<file path="config.mk">
export PLATFORM = sky130hd
export DESIGN_NAME = johnson_step_sequencer
export DESIGN_NICKNAME = d
export VERILOG_FILES = /design/src/rtl/johnson_seq_pkg.sv /design/src/rtl/johnson_shift_bidir.sv /design/src/rtl/johnson_step_sequencer.sv
export SDC_FILE = /design/constraint.sdc
export NUM_CORES = 1
export LEC_CHECK = 0
export CAP_MARGIN = 20
export CORE_UTILIZATION = 51
export DETAILED_ROUTE_END_ITERATION = 8
export HOLD_SLACK_MARGIN = 0.02
export PLACE_DENSITY = 0.8
export RECOVER_POWER = 100
export SLEW_MARGIN = 20
export SYNTH_ARGS = -nofsm -noshare
export SYNTH_HDL_FRONTEND = slang
export SYNTH_SLANG_ARGS = --single-unit
</file>
<file path="constraint.sdc">
create_clock -name clk -period 2.2 [get_ports clk]
set_input_delay 0.33 -clock clk [delete_from_list [all_inputs] [get_ports clk]]
set_output_delay 0.33 -clock clk [all_outputs]
set_load 0.05 [all_outputs]
</file>
<file path="src/rtl/johnson_seq_pkg.sv">
// Shared FSM encoding for the Johnson step sequencer.
package johnson_seq_pkg;

  localparam int ST_W = 2;

  typedef enum logic [ST_W-1:0] {
    ST_IDLE = 2'd0,
    ST_RUN  = 2'd1,
    ST_FIN  = 2'd2
  } seq_state_e;

endpackage

</file>
<file path="src/rtl/johnson_shift_bidir.sv">
// Bidirectional N-bit Johnson counter; advances one state per enabled cycle.
module johnson_shift_bidir #(
  parameter int N = 4
) (
  input  logic         clk,
  input  logic         rst,
  input  logic         en,
  input  logic         dir,
  output logic [N-1:0] q
);

  logic [N-1:0] q_d;
  logic [N-1:0] q_q;

  // Next phase: forward shifts right feeding ~lsb, reverse is its exact inverse.
  always_comb begin
    q_d = q_q;
    if (en) begin
      if (dir) begin
        q_d = {q_q[N-2:0], ~q_q[N-1]};
      end else begin
        q_d = {~q_q[0], q_q[N-1:1]};
      end
    end else begin
      q_d = q_q;
    end
  end

  // Phase register.
  always_ff @(posedge clk) begin
    if (rst) begin
      q_q <= {N{1'b0}};
    end else begin
      q_q <= q_d;
    end
  end

  assign q = q_q;

endmodule

</file>
<file path="src/rtl/johnson_step_sequencer.sv">
// Command-driven stepper phase sequencer: runs a Johnson counter a given number of
// steps at a programmed rate, reporting completion or abort.
module johnson_step_sequencer
  import johnson_seq_pkg::*;
#(
  parameter int N     = 4,
  parameter int CNT_W = 16,
  parameter int DIV_W = 8
) (
  input  logic             clk,
  input  logic             rst,
  input  logic             cmd_valid,
  output logic             cmd_ready,
  input  logic [CNT_W-1:0] cmd_steps,
  input  logic             cmd_dir,
  input  logic [DIV_W-1:0] cmd_div,
  input  logic             abort,
  output logic [N-1:0]     phase,
  output logic             step_stb,
  output logic             busy,
  output logic [CNT_W-1:0] steps_left,
  output logic             done,
  output logic             aborted
);

  localparam logic [CNT_W-1:0] CNT_ONE  = {{(CNT_W-1){1'b0}}, 1'b1};
  localparam logic [CNT_W-1:0] CNT_ZERO = {CNT_W{1'b0}};
  localparam logic [DIV_W-1:0] DIV_ONE  = {{(DIV_W-1){1'b0}}, 1'b1};
  localparam logic [DIV_W-1:0] DIV_ZERO = {DIV_W{1'b0}};

  seq_state_e       state_d, state_q;
  logic [DIV_W-1:0] presc_d, presc_q;
  logic [DIV_W-1:0] div_d, div_q;
  logic             dir_d, dir_q;
  logic [CNT_W-1:0] steps_left_d, steps_left_q;
  logic             aborted_d, aborted_q;
  logic             done_d, done_q;
  logic             step_stb_d, step_stb_q;
  logic             busy_d, busy_q;
  logic             cmd_ready_d, cmd_ready_q;
  logic             step_fire;

  // FSM next state, prescaler, step counter and flags.
  always_comb begin
    state_d      = state_q;
    presc_d      = presc_q;
    div_d        = div_q;
    dir_d        = dir_q;
    steps_left_d = steps_left_q;
    aborted_d    = aborted_q;
    done_d       = 1'b0;
    step_fire    = 1'b0;
    case (state_q)
      ST_IDLE: begin
        if (cmd_valid) begin
          dir_d        = cmd_dir;
          div_d        = cmd_div;
          presc_d      = DIV_ZERO;
          steps_left_d = cmd_steps;
          aborted_d    = 1'b0;
          state_d      = (cmd_steps == CNT_ZERO) ? ST_FIN : ST_RUN;
        end else begin
          state_d = ST_IDLE;
        end
      end
      ST_RUN: begin
        // Abort beats a coinciding step, so the unexecuted count stays >= 1.
        if (abort) begin
          state_d = ST_FIN;
        end else if (presc_q == div_q) begin
          presc_d      = DIV_ZERO;
          step_fire    = 1'b1;
          steps_left_d = steps_left_q - CNT_ONE;
          state_d      = (steps_left_q == CNT_ONE) ? ST_FIN : ST_RUN;
        end else begin
          presc_d = presc_q + DIV_ONE;
        end
      end
      ST_FIN: begin
        done_d    = 1'b1;
        aborted_d = (steps_left_q != CNT_ZERO);
        state_d   = ST_IDLE;
      end
      default: begin
        state_d = ST_IDLE;
      end
    endcase
    step_stb_d  = step_fire;
    busy_d      = (state_d == ST_RUN);
    cmd_ready_d = (state_d == ST_IDLE);
  end

  // Control and output registers.
  always_ff @(posedge clk) begin
    if (rst) begin
      state_q      <= ST_IDLE;
      presc_q      <= DIV_ZERO;
      div_q        <= DIV_ZERO;
      dir_q        <= 1'b0;
      steps_left_q <= CNT_ZERO;
      aborted_q    <= 1'b0;
      done_q       <= 1'b0;
      step_stb_q   <= 1'b0;
      busy_q       <= 1'b0;
      cmd_ready_q  <= 1'b1;
    end else begin
      state_q      <= state_d;
      presc_q      <= presc_d;
      div_q        <= div_d;
      dir_q        <= dir_d;
      steps_left_q <= steps_left_d;
      aborted_q    <= aborted_d;
      done_q       <= done_d;
      step_stb_q   <= step_stb_d;
      busy_q       <= busy_d;
      cmd_ready_q  <= cmd_ready_d;
    end
  end

  johnson_shift_bidir #(.N(N)) u_phase (
    .clk (clk),
    .rst (rst),
    .en  (step_fire),
    .dir (dir_q),
    .q   (phase)
  );

  assign cmd_ready  = cmd_ready_q;
  assign step_stb   = step_stb_q;
  assign busy       = busy_q;
  assign steps_left = steps_left_q;
  assign done       = done_q;
  assign aborted    = aborted_q;

endmodule
</file>
After elaboration in Yosys (flattened, before gate mapping)
Index checks and enable logic that the tools add are counted. W data, S select, Z words.

Register bits after elaboration: 44. Output and inout bits: 25. Word-level logic and storage cells: 54.

$add $sub $neg: 2. Eq/ne operators: 8. Multiplexer cells: 21. Bitwise logic cells: 2. Reductions and logical operators: 10.

Operators with widths (number): $mux W16 (3); $pmux W16 S2 (1); $mux W8 (3); $eq A16 B1 Y1 const B (1); $logic_not A16 Y1 (1); $pmux W8 S2 (1); $reduce_bool A16 Y1 (1); $sub A16 B1 Y16 const B (1); $mux W2 (5); $add A8 B1 Y8 const B (1); $eq A8 B8 Y1 (1); $ne A2 B2 Y1 const B (3); $mux W1 (5); $eq A2 B1 Y1 const B (2); $logic_not A2 Y1 (2); $mux W4 (1); $pmux W2 S2 (1); $reduce_and A2 Y1 (2); $reduce_and A4 Y1 (1); $reduce_bool A2 Y1 (2); $reduce_and A3 Y1 (1); $eq A2 B2 Y1 const B (1); $not A1 Y1 (2); $pmux W1 S2 (1).

Depth between registers and ports, before layout
Gate-level depths: netlist (run 1).

Depth after elaboration: 6. Depth in mapped cells: 7. Mapped depth without buffers: 7.

Cells and area by module
A second synthesis (run 1) with hierarchy kept.

Cells, all modules: 310. Area, all modules: 2479.9 µm².

Modules (own cells, without submodules): johnson_step_sequencer (times used 1, cells an instance 291, area an instance 2304.7 µm², seq. area each 800.8 µm²); johnson_shift_bidir (times used 1, cells an instance 19, area an instance 175.2 µm², seq. area each 80.1 µm²).

Worst setup path after synthesis (run 1)
No wires, ideal clock.

Path kind: register to register. Start: register steps_left_q[2] (netlist: steps_left[2]). End: register steps_left_q[15] (netlist: steps_left[15]). Setup time: 0.134 ns. Arrival: 1.937 ns. Data required time: 2.066 ns. Slack: 0.128 ns. Cell stages (with the launch flop): 7. Period minus slack after synthesis: 2.072 ns. Path through: dfxtp_1 > or3_1 > buf_6 > nor4_4 > a21oi_1 > o311ai_0 > o31ai_1.

Word-level cells in the longest chain between the ends: 4.

RTL lines: start, declared (RTL line johnson_step_sequencer.sv:35) `logic [CNT_W-1:0] steps_left_d, steps_left_q;`; start signal, assigned (RTL line johnson_step_sequencer.sv:111) `steps_left_q <= steps_left_d;`; $sub A16 B1 Y16 (RTL line johnson_step_sequencer.sv:73) `steps_left_d = steps_left_q - CNT_ONE;`; $mux W16 (RTL line johnson_step_sequencer.sv:70) `end else if (presc_q == div_q) begin`; $mux W16 (RTL line johnson_step_sequencer.sv:68) `if (abort) begin`; $pmux W16 S2 (RTL line johnson_step_sequencer.sv:53) `case (state_q)`.

No other way between the ends. The select of a mux whose other input is x is not followed. A chain may end at the register's enable or synchronous reset.

Worst setup path in the final report (run 1)
Start: register steps_left_q[9] (netlist: steps_left[9]). End: register cmd_ready_q (netlist: cmd_ready).

Word-level cells in the longest chain between the ends: 6.

RTL lines: $eq A16 B1 Y1 (RTL line johnson_step_sequencer.sv:74) `state_d = (steps_left_q == CNT_ONE) ? ST_FIN : ST_RUN;`; $mux W2 (RTL line johnson_step_sequencer.sv:74); $mux W2 (RTL line johnson_step_sequencer.sv:70); $mux W2 (RTL line johnson_step_sequencer.sv:68); $pmux W2 S2 (RTL line johnson_step_sequencer.sv:53); $logic_not A2 Y1 (RTL line johnson_step_sequencer.sv:90) `cmd_ready_d = (state_d == ST_IDLE);`; end signal, assigned (RTL line johnson_step_sequencer.sv:116) `cmd_ready_q <= cmd_ready_d;`; end, declared (RTL line johnson_step_sequencer.sv:40) `logic cmd_ready_d, cmd_ready_q;`.

No other way between the ends.

==> results of run 1 <==
==> path summary, 6_finish.rpt <==
path                            to  slack [ns]
max reg2reg   cmd_ready$_SDFF_PP1_        0.15
min reg2reg  div_q[0]$_SDFFE_PP0P_        0.47
max           cmd_ready$_SDFF_PP1_        0.15
min          div_q[0]$_SDFFE_PP0P_        0.47
==> layer usage <==
| layer | share of wire, % | up-vias | track usage, % |
|---|---|---|---|
| li1 | - | 1274 | - |
| met1 | 44 | 1186 | 35.6 |
| met4 | 2.8 | 0 | 12.0 |
| met3 | 6.5 | 19 | 6.11 |
| met5 | 0 | - | 0 |
| met2 | 46 | 106 | 43.0 |
==> synthesized netlist by cell type, types with 3 or more instances <==
| cell | number |
|---|---|
| a211o_1 | 5 |
| or3_1 | 4 |
| nor2_1 | 25 |
| nand3_1 | 11 |
| a21oi_1 | 30 |
| a22o_1 | 3 |
| nand4_1 | 10 |
| o31ai_1 | 7 |
| mux2i_1 | 4 |
| nand2b_1 | 4 |
| ha_1 | 4 |
| or2_2 | 3 |
| a31oi_1 | 6 |
| nor4_1 | 9 |
| dfxtp_1 | 44 |
| o2111ai_1 | 3 |
| nor2b_1 | 3 |
| buf_2 | 3 |
| o21ai_0 | 15 |
| nand2_1 | 44 |
| xnor2_1 | 10 |
| inv_1 | 5 |
| clkbuf_1 | 10 |
| buf_4 | 4 |
| nor3_1 | 7 |
==> layout make-up <==
class	instances	area [um^2]
clock inverter	3	42.5
fill	421	1500
inverter	5	18.8
timing repair buffer	69	642
tap	67	83.8
multi-input combinational	246	1520
sequential	44	881
clock buffer	5	68.8
==> worst max-delay path: cells and delay by family (launching register included) <==
kind	cells	cell delay [ns]
AND/OR/NAND/NOR	4	1.32
flip-flops	1	0.36
AO/OA/AOI/OAI	1	0.26
==> flip-flops by register name, indices dropped and copies added (netlist names) <==
name / count
div_q: 8
presc_q: 8
state_q: 2
cmd_ready: 1
aborted: 1
dir_q: 1
busy: 1
steps_left: 16
done: 1
u_phase.q: 4
step_stb: 1
==> timing repair <==
item,4_1_cts,5_1_grt
gates resized for setup,0,1
setup buffers,0,0
endpoints found under the setup margin,0,2
==> cells by family after synthesis <==
kind of cell,count (synthesis)
AO/OA/AOI/OAI,90
adder cells (fa/ha/maj),4
XOR/XNOR,10
AND/OR/NAND/NOR,136
buffers and inverters,27
flip-flops,44
multiplexers,6
==> metrics by stage <==
step	hold WS (ns)	setup slack, ns	std cells
3_5_place_dp	0.461	0.114	431
2_1_floorplan	0.449	0.128	317
4_1_cts	0.473	0.0941	439
5_1_grt	0.494	0.0116	439
3_3_place_gp	0.457	0.197	431
6_report	0.469	0.154	439
==> power by group through the flow <==
stage / Combinational (mW) / Sequential, mW / Clock, mW
after CTS: 1.00 / 0.933 / 0.633
after global placement: 0.983 / 0.949 / 0
after global routing: 1.07 / 0.943 / 0.664
final: 0.991 / 0.931 / 0.619
after detailed placement: 0.995 / 0.951 / 0
after floorplan: 0.553 / 1.10 / 0
==> metrics.md, run 1 <==
| Metric | Value |
|---|---|
| Vias/cell | 5.89 |
| Vias | 2585 |
| Slew @ Worst Pin | ~0.57 ns |
| Pleak | 1.24 nW |
| Clock Tree Root | clkbuf_8 |
| P_sw | roughly 0.98 mW |
| Share of the synthesized area in the top cell type | between 30% and 40% |
| Hold-fix buffers, CTS | 0 |
| Tcrit/Tclk final | 93.0% |
| Crit-path slowest cell | or4_1 |
| Number of global-route vias before repair | about 2400 |
| Largest net degree at the start of global routing | 24 |
| Worst min-delay path category | flop to flop |
| TritonCTS Buffers | 5 |
| Critical Path Start | steps_left[9]$_SDFFE_PP0P_ |
| First-pass GRT wire length | roughly 11000 um |
| Final setup TNS | 0 ns |
| Core area | roughly 0.0048 mm^2 |
| Worst-path clk slew | roughly 0.08 ns |
| Hold Violations, Final | 0 |
| Dominant cells by area after synthesis | dfxtp_1, nand2_1, a21oi_1 |
| Internal | approximately 1.6 mW |
| Status | complete, no violations |
| WS Path Type | flop to flop |
| Crit Path Max Fanout | 7 |
| H-tree levels | 2 |
| Final nets | slightly above 400 |
| CP Launch Type | flop |
| Port Buffers | 53 |
| Routed wire length | 6600 um |
| Post-synth net total | 350 |
| Starting Density | 53.3% |
| # IOs | 54 |
| RePlAce Congestion | 0.879 |
| Iter 0 DRT Violations | 147 |
| Arrival @ worst endpoint | 2.24 ns |
| Finished Cell Area | 0.00326 mm^2 |
| Largest family of logic cells by synthesized area | simple AND/OR/NAND/NOR gates |
| Worst VDD drop | ~0.53 mV |
| Hold_sp | div_q[0]$_SDFFE_PP0P_ |
| Gate count of the mapped netlist | 317 |
| Synth async-reset ratio | 0% |
| HPWL Detailed | 4810 um |
| Max_slew headroom | roughly 62% |
| Flop pwr share | 36.7% |
| Number of remaining DRC errors | 0 |
| EDFF count, synth | 0 |
| ANT cells | 0 |
| Synth Area in XOR/XNOR | under 10% |
| Slew Limit Fails | 0 |
| RSZ-0062 raised after global routing | false |
| Max-cap violations | 0 |
| Fmax | between 0.4 and 0.5 GHz |
| GRT Residual Overflow | 0 |
| Standard-cell rows | 25 |
| Compound-Gate Fraction of Synth Area | 23.6% |
| Adder-cell share of the synthesized area | 1.98% |
| Die span in y | roughly 72 um |
| Period minus WS final | 2.05 ns |
| Synth-to-Final Area Change | 28.6% |
| Bufs on Longest Clock Path | 2 |
| FF-to-FF Start | steps_left[9]$_SDFFE_PP0P_ |
| Critical path endpoint category | flop |
| Seq/Total Area, Yosys | 34.8% |
| Latest clock arrival within the worst-skew pair | 0.30 ns |
| Logic gate share of total power | 39.0% |
| Die area | 0.00525 mm^2 |
| Final Util | 68.5% |
| Worst EP required | between 2 and 2.5 ns |
| Power Density | 780 mW/mm^2 |
| TritonRoute pass-1 iters | 4 |
| Crit path cell chain | or4_1 -> nor4_4 -> nand4_1 -> a211oi_2 -> nor2_1 |
| Switching share of power | 38.6% |
| Clock power frac | 24.4% |
| Initial antenna violation count | 0 |
| Syn. warnings | 0 |
| Synth Flop Type | dfxtp_1 |
| Final Skew | 0.00547 ns |
| Count of different cell masters after synthesis | 57 |
| Multiplexer share of the synthesized area | 2.47% |
| Synth Cell Area | 0.00253 mm^2 |
| CTS tree | yes |
| Leading cell types in the layout, fill and taps excluded | nand2_1, dfxtp_1, a21oi_1 |
| Register-to-Register Path Depth | 5 |
| Simple-gate area share of the yosys netlist | 28.3% |
| Placed inst area | between 0.003 and 0.004 mm^2 |
| Hold Path Depth | 2 |
| Remaining antenna violation count | 0 |
| Total GRT Usage | 27.2% |
| Syn_area_per_cell | 7.99 um^2 |
| Die Width | 72.5 um |
| Num Clock Sinks | 44 |
| DR WL/cell | between 15 and 20 um |
| Share of layout cells above drive strength 1 | around a tenth |
| Max stage delay on crit path | between 0.6 and 0.7 ns |
| Final Setup Violations | 0 |
| Tot Pwr | around 2.5 mW |
| FF+latch count, synth | 44 |
| Post-synth top area cell | dfxtp_1 |
Note: power is estimated with default switching activity, not from simulation.
==> run 2, diff against run 1 <==
--- a/config.mk
+++ b/config.mk
@@ -8,6 +8,7 @@
 export CAP_MARGIN = 20
 export CORE_UTILIZATION = 51
 export DETAILED_ROUTE_END_ITERATION = 8
+export GPL_TIMING_DRIVEN = 0
 export HOLD_SLACK_MARGIN = 0.02
 export PLACE_DENSITY = 0.8
 export RECOVER_POWER = 100
==> metrics.md, run 2 (same netlist as run 1, synthesis figures left out) <==
| Metric | Value |
|---|---|
| Fmax | 0.481 GHz (-1.6%) |
| H-tree levels | 2 (unchanged) |
| Die area | 0.00525 mm^2 (unchanged) |
| Port Buffers | 53 (unchanged) |
| Status | complete, no violations |
| Post-place setup slack | -0.166 ns (-0.280 ns) |
| Crit path setup slack, layout | 0.120 ns (-0.0338 ns) |
| Vias | 2654 (+2.7%) |
| Iter 0 DRT Violations | 251 (+71%) |
| Arrival @ worst endpoint | 2.28 ns (+0.04 ns) |
| # IOs | 54 (unchanged) |
| Worst VDD drop | 0.454 mV (-14%) |
| CP Launch Type | flop |
| Register-to-Register Path Depth | 6 (+1) |
| Power Density | 803 mW/mm^2 (+3.0%) |
| RSZ-0062 raised after global routing | false |
| Num Clock Sinks | 44 (unchanged) |
| Max reg flops | 16 (unchanged) |
| Worst min-delay path category | flop to flop |
| Die span in y | 72.5 um (unchanged) |
| Number of global-route vias before repair | 2416 (+1.0%) |
| Die Width | 72.5 um (unchanged) |
| Leading cell types in the layout, fill and taps excluded | nand2_1, dfxtp_1, a21oi_1 |
| Placed insts | 437 (+1.4%) |
| Standard-cell rows | 25 (unchanged) |
| TritonCTS Buffers | 5 (unchanged) |
| DR WL/cell | 15.9 um (+5.6%) |
| Critical path endpoint category | flop |
| Layout Cells excl Fill | 444 (+1.1%) |
| Worst EP required | 2.40 ns (about the same) |
| Core area | 0.00475 mm^2 (unchanged) |
| Worst-path clk slew | 0.10 ns (+0.02 ns) |
| Share of layout cells above drive strength 1 | 9.81% (-0.67 points) |
| Final Skew | 0.0196 ns (+0.0142 ns) |
| CTS tree | yes |
| Slew @ Worst Pin | 0.631 ns (+0.0595 ns) |
| Final Setup Violations | 0 (unchanged) |
| Total GRT Usage | 28.4% (+1.2 points) |
| Final setup TNS | 0 ns (unchanged) |
| WS Path Type | flop to flop |
| Initial antenna violation count | 0 (unchanged) |
| Vias/cell | 5.98 (+1.5%) |
| First-pass GRT wire length | 11600 um (+3.7%) |
| Max_slew headroom | 57.9% (-4.0 points) |
| Hold Path Depth | 2 (unchanged) |
| RePlAce Congestion | 0.939 (+6.7%) |
| Final Util | 68.4% (about the same) |
| Starting Density | 53.3% (unchanged) |
| Number of remaining DRC errors | 0 (unchanged) |
| HPWL Detailed | 4970 um (+3.3%) |
| Slew Limit Fails | 0 (unchanged) |
| Tot Pwr | 2.61 mW (+2.9%) |
| Clock Tree Root | clkbuf_8 |
| Hold Violations, Final | 0 (unchanged) |
| Final nets | 409 (+1.2%) |
| Max-cap violations | 0 (unchanged) |
| Hold-fix buffers, CTS | 0 (unchanged) |
| Pleak | 1.23 nW (-0.41%) |
| ANT cells | 0 (unchanged) |
| GRT Residual Overflow | 0 (unchanged) |
| Largest net degree at the start of global routing | 15 (-38%) |
| Tcrit/Tclk final | 94.5% (+1.5 points) |
| Period minus WS final | 2.08 ns (+0.0338 ns) |
| TritonRoute pass-1 iters | 5 (+1) |
| Latest clock arrival within the worst-skew pair | 0.32 ns (+0.02 ns) |
| Remaining antenna violation count | 0 (unchanged) |
| Routed wire length | 7050 um (+6.8%) |
| Crit Path Max Fanout | 7 (unchanged) |
| Bufs on Longest Clock Path | 2 (unchanged) |
| Synth-to-Final Area Change | 28.5% (about the same) |
run 2: cell types whose count changed in the layout (fill, tap and decap cells not counted), sizes merged:
cell,delta
clkbuf,+12
dlygate4sd3,-1
buf,-6
clkdlybuf4s50,+1
clkinvlp,-1
run 2: critical path, stage by stage, from the launching register on:
cell and delay, ns:
dfxtp_1 0.38, or4_1 0.50, buf_2 0.20, nor4_4 0.37
nand4_1 0.16, a211oi_2 0.28, nor2_1 0.07
run 2: through the flow:
stage / area (um^2) / hold slack, ns
final: 3250 / 0.471
after detailed placement: 3150 / 0.461
after CTS: 3270 / 0.473
after global placement: 3150 / 0.458
after global routing: 3250 / 0.501
after floorplan: 2530 / 0.449
run 2: cell type report:
type	count	area, um^2
plain buffers	21	105
clock buffers	6	82.6
clock inverters	2	38.8
fillers	433	1500
inverters	5	18.8
multi-input cells	246	1510
flip-flops and latches	44	881
well taps	67	83.8
repair buffers	53	531
run 2: routing by layer:
| layer | wire length, um | vias up | track usage [%] |
|---|---|---|---|
| met3 | 509 | 17 | 5.97 |
| met1 | 3140 | 1242 | 38.0 |
| met4 | 132 | 0 | 11.1 |
| li1 | - | 1285 | - |
| met5 | 0 | - | 0 |
| met2 | 3280 | 110 | 45.0 |
run 2: what timing repair did:
action | in CTS | in global routing
setup buffers | 0 | 0
gates resized for setup | 0 | 3
hold endpoints to repair | 0 | 0
setup endpoints to repair | 0 | 10
run 2: power by group:
| part | switching, mW | leakage [nW] | internal, mW |
|---|---|---|---|
| sequential | 0.0646 | 0.360 | 0.864 |
| combinational | 0.649 | 0.814 | 0.359 |
| clock | 0.306 | 0.0614 | 0.372 |
| total | 1.02 | 1.23 | 1.59 |
run 2: worst paths after layout:
path / start / to / slack [ns]
setup / recovery: steps_left[9]$_SDFFE_PP0P_ / cmd_ready$_SDFF_PP1_ / 0.12
hold / removal: div_q[6]$_SDFFE_PP0P_ / div_q[6]$_SDFFE_PP0P_ / 0.47
setup reg to reg: steps_left[9]$_SDFFE_PP0P_ / cmd_ready$_SDFF_PP1_ / 0.12
hold reg to reg: div_q[6]$_SDFFE_PP0P_ / div_q[6]$_SDFFE_PP0P_ / 0.47
==> RTL edit 1: new RTL, settings of run 1 <==
Set the parameter `CNT_W` to 20 (it was 16).
--- a/src/rtl/johnson_step_sequencer.sv
+++ b/src/rtl/johnson_step_sequencer.sv
@@ -6,3 +6,3 @@
   parameter int N     = 4,
-  parameter int CNT_W = 16,
+  parameter int CNT_W = 20,
   parameter int DIV_W = 8
Ports: changed (resized cmd_steps and steps_left); port bits go from 54 to 62. The function was not compared with the original's and may differ.
==> RTL edit 1 against run 1 <==
- non-clock buffer count rose by 11
- setup slack got worse by 86 ps
- sequential cell count is 4 higher
- die area increased by 0.39%
- largest cell class unchanged
- synthesized area up 0.40%
- cell count grew 7.1%
- final area is 4.1% higher
- fmax decreased by 4.0%
- total power down 5.5%
- count of clock-buffer cells in the layout did not move
- synthesized cell count is 5.7% higher
- routed wire length increased by 4.0%
- critical path depth is 3 higher
- core utilization rose by 2.8 points
==> RTL edit 1: results (changes against run 1) <==
| Metric | Value |
|---|---|
| Met3 Use GR | 5.525% (-0.59 points) |
| Invs w/o clock | 4 (-1) |
| Met2 Use GR | 42.26% (-0.73 points) |
| Largest net degree at the start of global routing | 32 (+33%) |
| Number of fillers in the final layout | 423 (+0.48%) |
| Hold Path Sink | div_q[7] |
| Layout non-clock buf frac | 21.51% (+1.8 points) |
| Via Count | 2697 (+4.3%) |
| CP Max Fanout | 6 (-1) |
| WL/cell | 14.61 um (-2.8%) |
| Register area share after synthesis | 37.80% (+3.0 points) |
| Clock buf/inv share | 2.361% (-1.1 points) |
| VDD IR max | 0.5103 mV (-3.9%) |
| Slowest CP cell | or3b_4 |
| R2R Setup Slk | 70 ps (-90 ps) |
| Placed instance area | 3331 um^2 (+5.8%) |
| Buffers outside the clock class | 80 (+16%) |
| Netlist cell types | 45 (-21%) |
| Vias in the first global route | 2358 (-1.4%) |
| Detailed Place HPWL | 4929 um (+2.6%) |
| Commonest cells in the synthesized netlist | nand2_1 (55), dfxtp_1 (48), a21oi_1 (40) |
| R2R cell count | 8 (+3) |
| GRT Total Usage | 26.92% (-0.29 points) |
| Pleak | 1.281 nW (+3.4%) |
| Outcome | completed |
| Slowest stage delay, CP | 380 ps (-310 ps) |
| Syn_nets | 372 (+6.3%) |
| Port-buffer cells | 61 (+15%) |
## RTL edit 1: cell count changes after synthesis, moves of 5 or more
cell	change
a21oi_1	+10
o21ai_0	+10
o31ai_1	-5
nor3_1	+11
nand4_1	-7
a211o_1	-5
clkbuf_1	+6
a211oi_1	+5
nand2_1	+11
## RTL edit 1: what timing repair did
| item | in CTS | in global routing |
|---|---|---|
| gates resized for setup | 0 | 4 |
| hold buffers | 0 | 0 |
| setup buffers | 0 | 0 |
| endpoints found under the setup margin | 0 | 3 |
## RTL edit 1: metrics by stage
step	power, mW	setup slack [ps]	cells	hold WS [ps]
after floorplan	1.584	16.66	335	430.4
after global placement	1.901	92.52	463	457.1
after detailed placement	1.915	30.84	463	459.6
after CTS	2.420	22.61	470	472.2
after global routing	2.518	3.054	470	496.7
final	2.401	67.78	470	472.8
## RTL edit 1: power breakdown
part,switching [mW],total (mW),internal (mW),leakage (nW)
registers,0.0702,1.00,0.934,0.395
logic,0.534,0.872,0.338,0.842
clock network,0.308,0.525,0.217,0.0443
total,0.912,2.40,1.49,1.28
## RTL edit 1: layer usage
layer / wire [um] / vias to the layer above
li1: - / 1346
met1: 3221 / 1240
met2: 3100 / 97
met3: 418 / 14
met4: 126 / 0
met5: 0 / -
## RTL edit 1: tightest hold or removal path: stages (launching register included)
cell     delay [ps]
dfxtp_1         330
nand2_1          50
a21oi_1          50
## RTL edit 1: cell families after synthesis
| group | count (synthesis) | share of synthesized area [%] |
|---|---|---|
| xor+xnor | 12 | 4.134 |
| flops | 48 | 37.80 |
| compound gates | 102 | 24.36 |
| fa+ha+maj | 4 | 1.969 |
| buf+inv | 23 | 3.494 |
| simple gates | 143 | 27.07 |
| mux | 3 | 1.181 |
==> RTL edit 2: new RTL, flow settings as in run 1 <==
Without the edit above. Encoding of `seq_state_e`: now one-hot (3 bits for 3 states).
--- a/src/rtl/johnson_seq_pkg.sv
+++ b/src/rtl/johnson_seq_pkg.sv
@@ -5,6 +5,6 @@
 
-  typedef enum logic [ST_W-1:0] {
-    ST_IDLE = 2'd0,
-    ST_RUN  = 2'd1,
-    ST_FIN  = 2'd2
+  typedef enum logic [2:0] {
+    ST_IDLE = 3'b001,
+    ST_RUN  = 3'b010,
+    ST_FIN  = 3'b100
   } seq_state_e;
Formal check against the unedited RTL: same outputs for any inputs over 10 cycles, from zero or initial values and one cycle with rst high; not proved beyond that.
==> RTL edit 2 against run 1 <==
- the flow now finishes with violations (design-rule violations)
- clock power down 15%
- setup slack lost 69 ps
- register-to-register slack got worse by 30 ps
- routed wire length increased by 4.3%
- first-iteration DRC count grew 37%
- clock skew increased by 6.3 ps
- synthesized area down 4.3%
- worst hold slack improved by 0.86 ps
- sequential share of layout area increased by 1.3 points
- final area is 2.5% lower
- sequential cell count is 1 higher
- total power decreased by 19%
- critical path type is now register to output pin
- largest cell class unchanged
- highest routed layer unchanged
==> RTL edit 2: results (changes against run 1) <==
| Metric | Value |
|---|---|
| Delay-heaviest family, CP | buffers and inverters |
| Number of fillers in the final layout | 373 (-11%) |
| Vias in the first global route | 2340 (-2.2%) |
| Register area share after synthesis | 37.17% (+2.4 points) |
| Pleak | 1.172 nW (-5.4%) |
| Syn avg cell area | 8.243 um^2 (+3.2%) |
| Routed wl met2 | 3203 um (+4.5%) |
| # DRC | 8 (+8) |
| Slowest CP cell | dlygate4sd3_1 |
| Slew HR | 58.89% (-3.0 points) |
| Placed instance count | 401 (-7.0%) |
| Via Count | 2581 (-0.15%) |
| Met3 Use GR | 3.561% (-2.5 points) |
| Clk_skew | 11.80 ps (+6.323 ps) |
| Detailed Place HPWL | 4797 um (-0.18%) |
| Placed instance area | 3103 um^2 (-1.4%) |
| Fin nets | 389 (-3.7%) |
| Worst path arrival time | 1780 ps (-460 ps) |
| WL met3 | 549 um (+29%) |
| CTS resizes | 0 (unchanged) |
| Initial antenna violation count | 0 (unchanged) |
| DRT met1 WL | 2990 um (+2.3%) |
| Postcts setup bufs | 0 (unchanged) |
| Syn_nets | 327 (-6.6%) |
| Clk root buf | clkbuf_8 |
| Port-buffer cells | 53 (unchanged) |
| Netlist cell types | 53 (-7.0%) |
| Avg Vias per Cell | 6.311 (+7.2%) |
| Pre-Repair DR Iteration Count | 7 (+3) |
| 1st-iter DRT viols | 202 (+37%) |
| Insertion delay to the later sink of the worst-skew pair | 310 ps |
| VDD IR max | 0.3747 mV (-29%) |
| Post-Synth XOR/XNOR Area | 5.059% (+1.6 points) |
| FFs w/ async S/R, synth | 0% (unchanged) |
| Area contributors post-synth | dfxtp_1 (37%), a21oi_1 (6.6%), nand2_1 (5.9%), xnor2_1 (4.0%), nand4_1 (3.1%) |
| Largest register FFs | 16 (unchanged) |
| Layout cells sized above 1 | 9.804% (-0.68 points) |
| First-pass GRT wire length | 11030 um (-1.8%) |
| CP Max Fanout | 8 (+1) |
| GR Util met1 | 38.50% (+2.9 points) |
| H-Tree Depth | 2 (unchanged) |
| Met2 Use GR | 44.66% (+1.7 points) |
| Mux contribution to synthesized area | 1.755% (-0.72 points) |
| Post-Synth Adder-Cell Area | 2.065% (+0.089 points) |
| Failing checks | design-rule violations |
| Synth warn | 0 (unchanged) |
| Slowest stage delay, CP | 930 ps (+240 ps) |
| Antenna diodes | 0 (unchanged) |
| Max-cap violations | 0 (unchanged) |
| Worst min path class | register to register |
| Commonest cells in the synthesized netlist | dfxtp_1 (45), nand2_1 (38), a21oi_1 (32) |
| Max clock buf depth | 2 (unchanged) |
| Gpl congestion | 0.8907 (+1.3%) |
| Outcome | finished, violations left |
| CTS Buf Count | 5 (unchanged) |
| GRT Total Usage | 27.86% (+0.65 points) |
| Compound-Gate Fraction of Synth Area | 22.41% (-1.2 points) |
| Routed Wire Length | 6886 um (+4.3%) |
| Largest net degree at the start of global routing | 39 (+63%) |
-- RTL edit 2: cell count changes after synthesis, moves of 4 or more --
cell,run 1,this run
o21ai_1,0,5
nand2b_1,4,0
and3_1,1,8
nor3_1,7,15
nor4_1,9,5
nor2_1,25,14
o311ai_1,0,4
o21ai_0,15,4
nand2_1,44,38
a211o_1,5,1
buf_4,4,0
-- RTL edit 2: report_power, final --
part / total [mW] / internal (mW) / switching (mW)
Combinational: 0.629 / 0.234 / 0.395
Sequential: 0.913 / 0.859 / 0.0533
Clock: 0.529 / 0.223 / 0.306
-- RTL edit 2: final cells by class --
class / instances / area share, %
Tap cell: 52 / 2.048
Inverter: 6 / 0.7089
Multi-Input combinational cell: 225 / 44.94
Clock buffer: 5 / 2.166
Clock inverter: 3 / 0.7089
Sequential cell: 45 / 28.36
Timing Repair Buffer: 73 / 21.07
-- RTL edit 2: final timing paths --
| check | cells past startpoint | slack [ps] | from | endpoint |
|---|---|---|---|---|
| worst max-delay path | 1 | 90 | steps_left[2] | steps_left[2] |
| worst min-delay path | 2 | 470 | div_q[5] | div_q[5] |
| worst max register to register | 5 | 120 | steps_left[10] | busy |
| worst min register to register | 2 | 470 | div_q[5] | div_q[5] |
-- RTL edit 2: per-stage QoR --
step                util [%]  hold WS (ps)  setup slack, ps
floorplan                  -         432.0            94.47
global placement       69.35         461.5            130.1
detailed placement     69.35         464.5            134.6
CTS                    71.39         475.2            152.4
global route           71.00         494.7            33.15
finish                 71.00         469.9            85.42
-- RTL edit 2: kinds of logic (layout without fill, tap and decap cells) --
kind of cell,after synthesis,in the layout
mux,4,4
simple gates,122,122
buf+inv,24,87
flops,45,45
fa+ha+maj,4,4
compound gates,81,81
xor+xnor,14,14
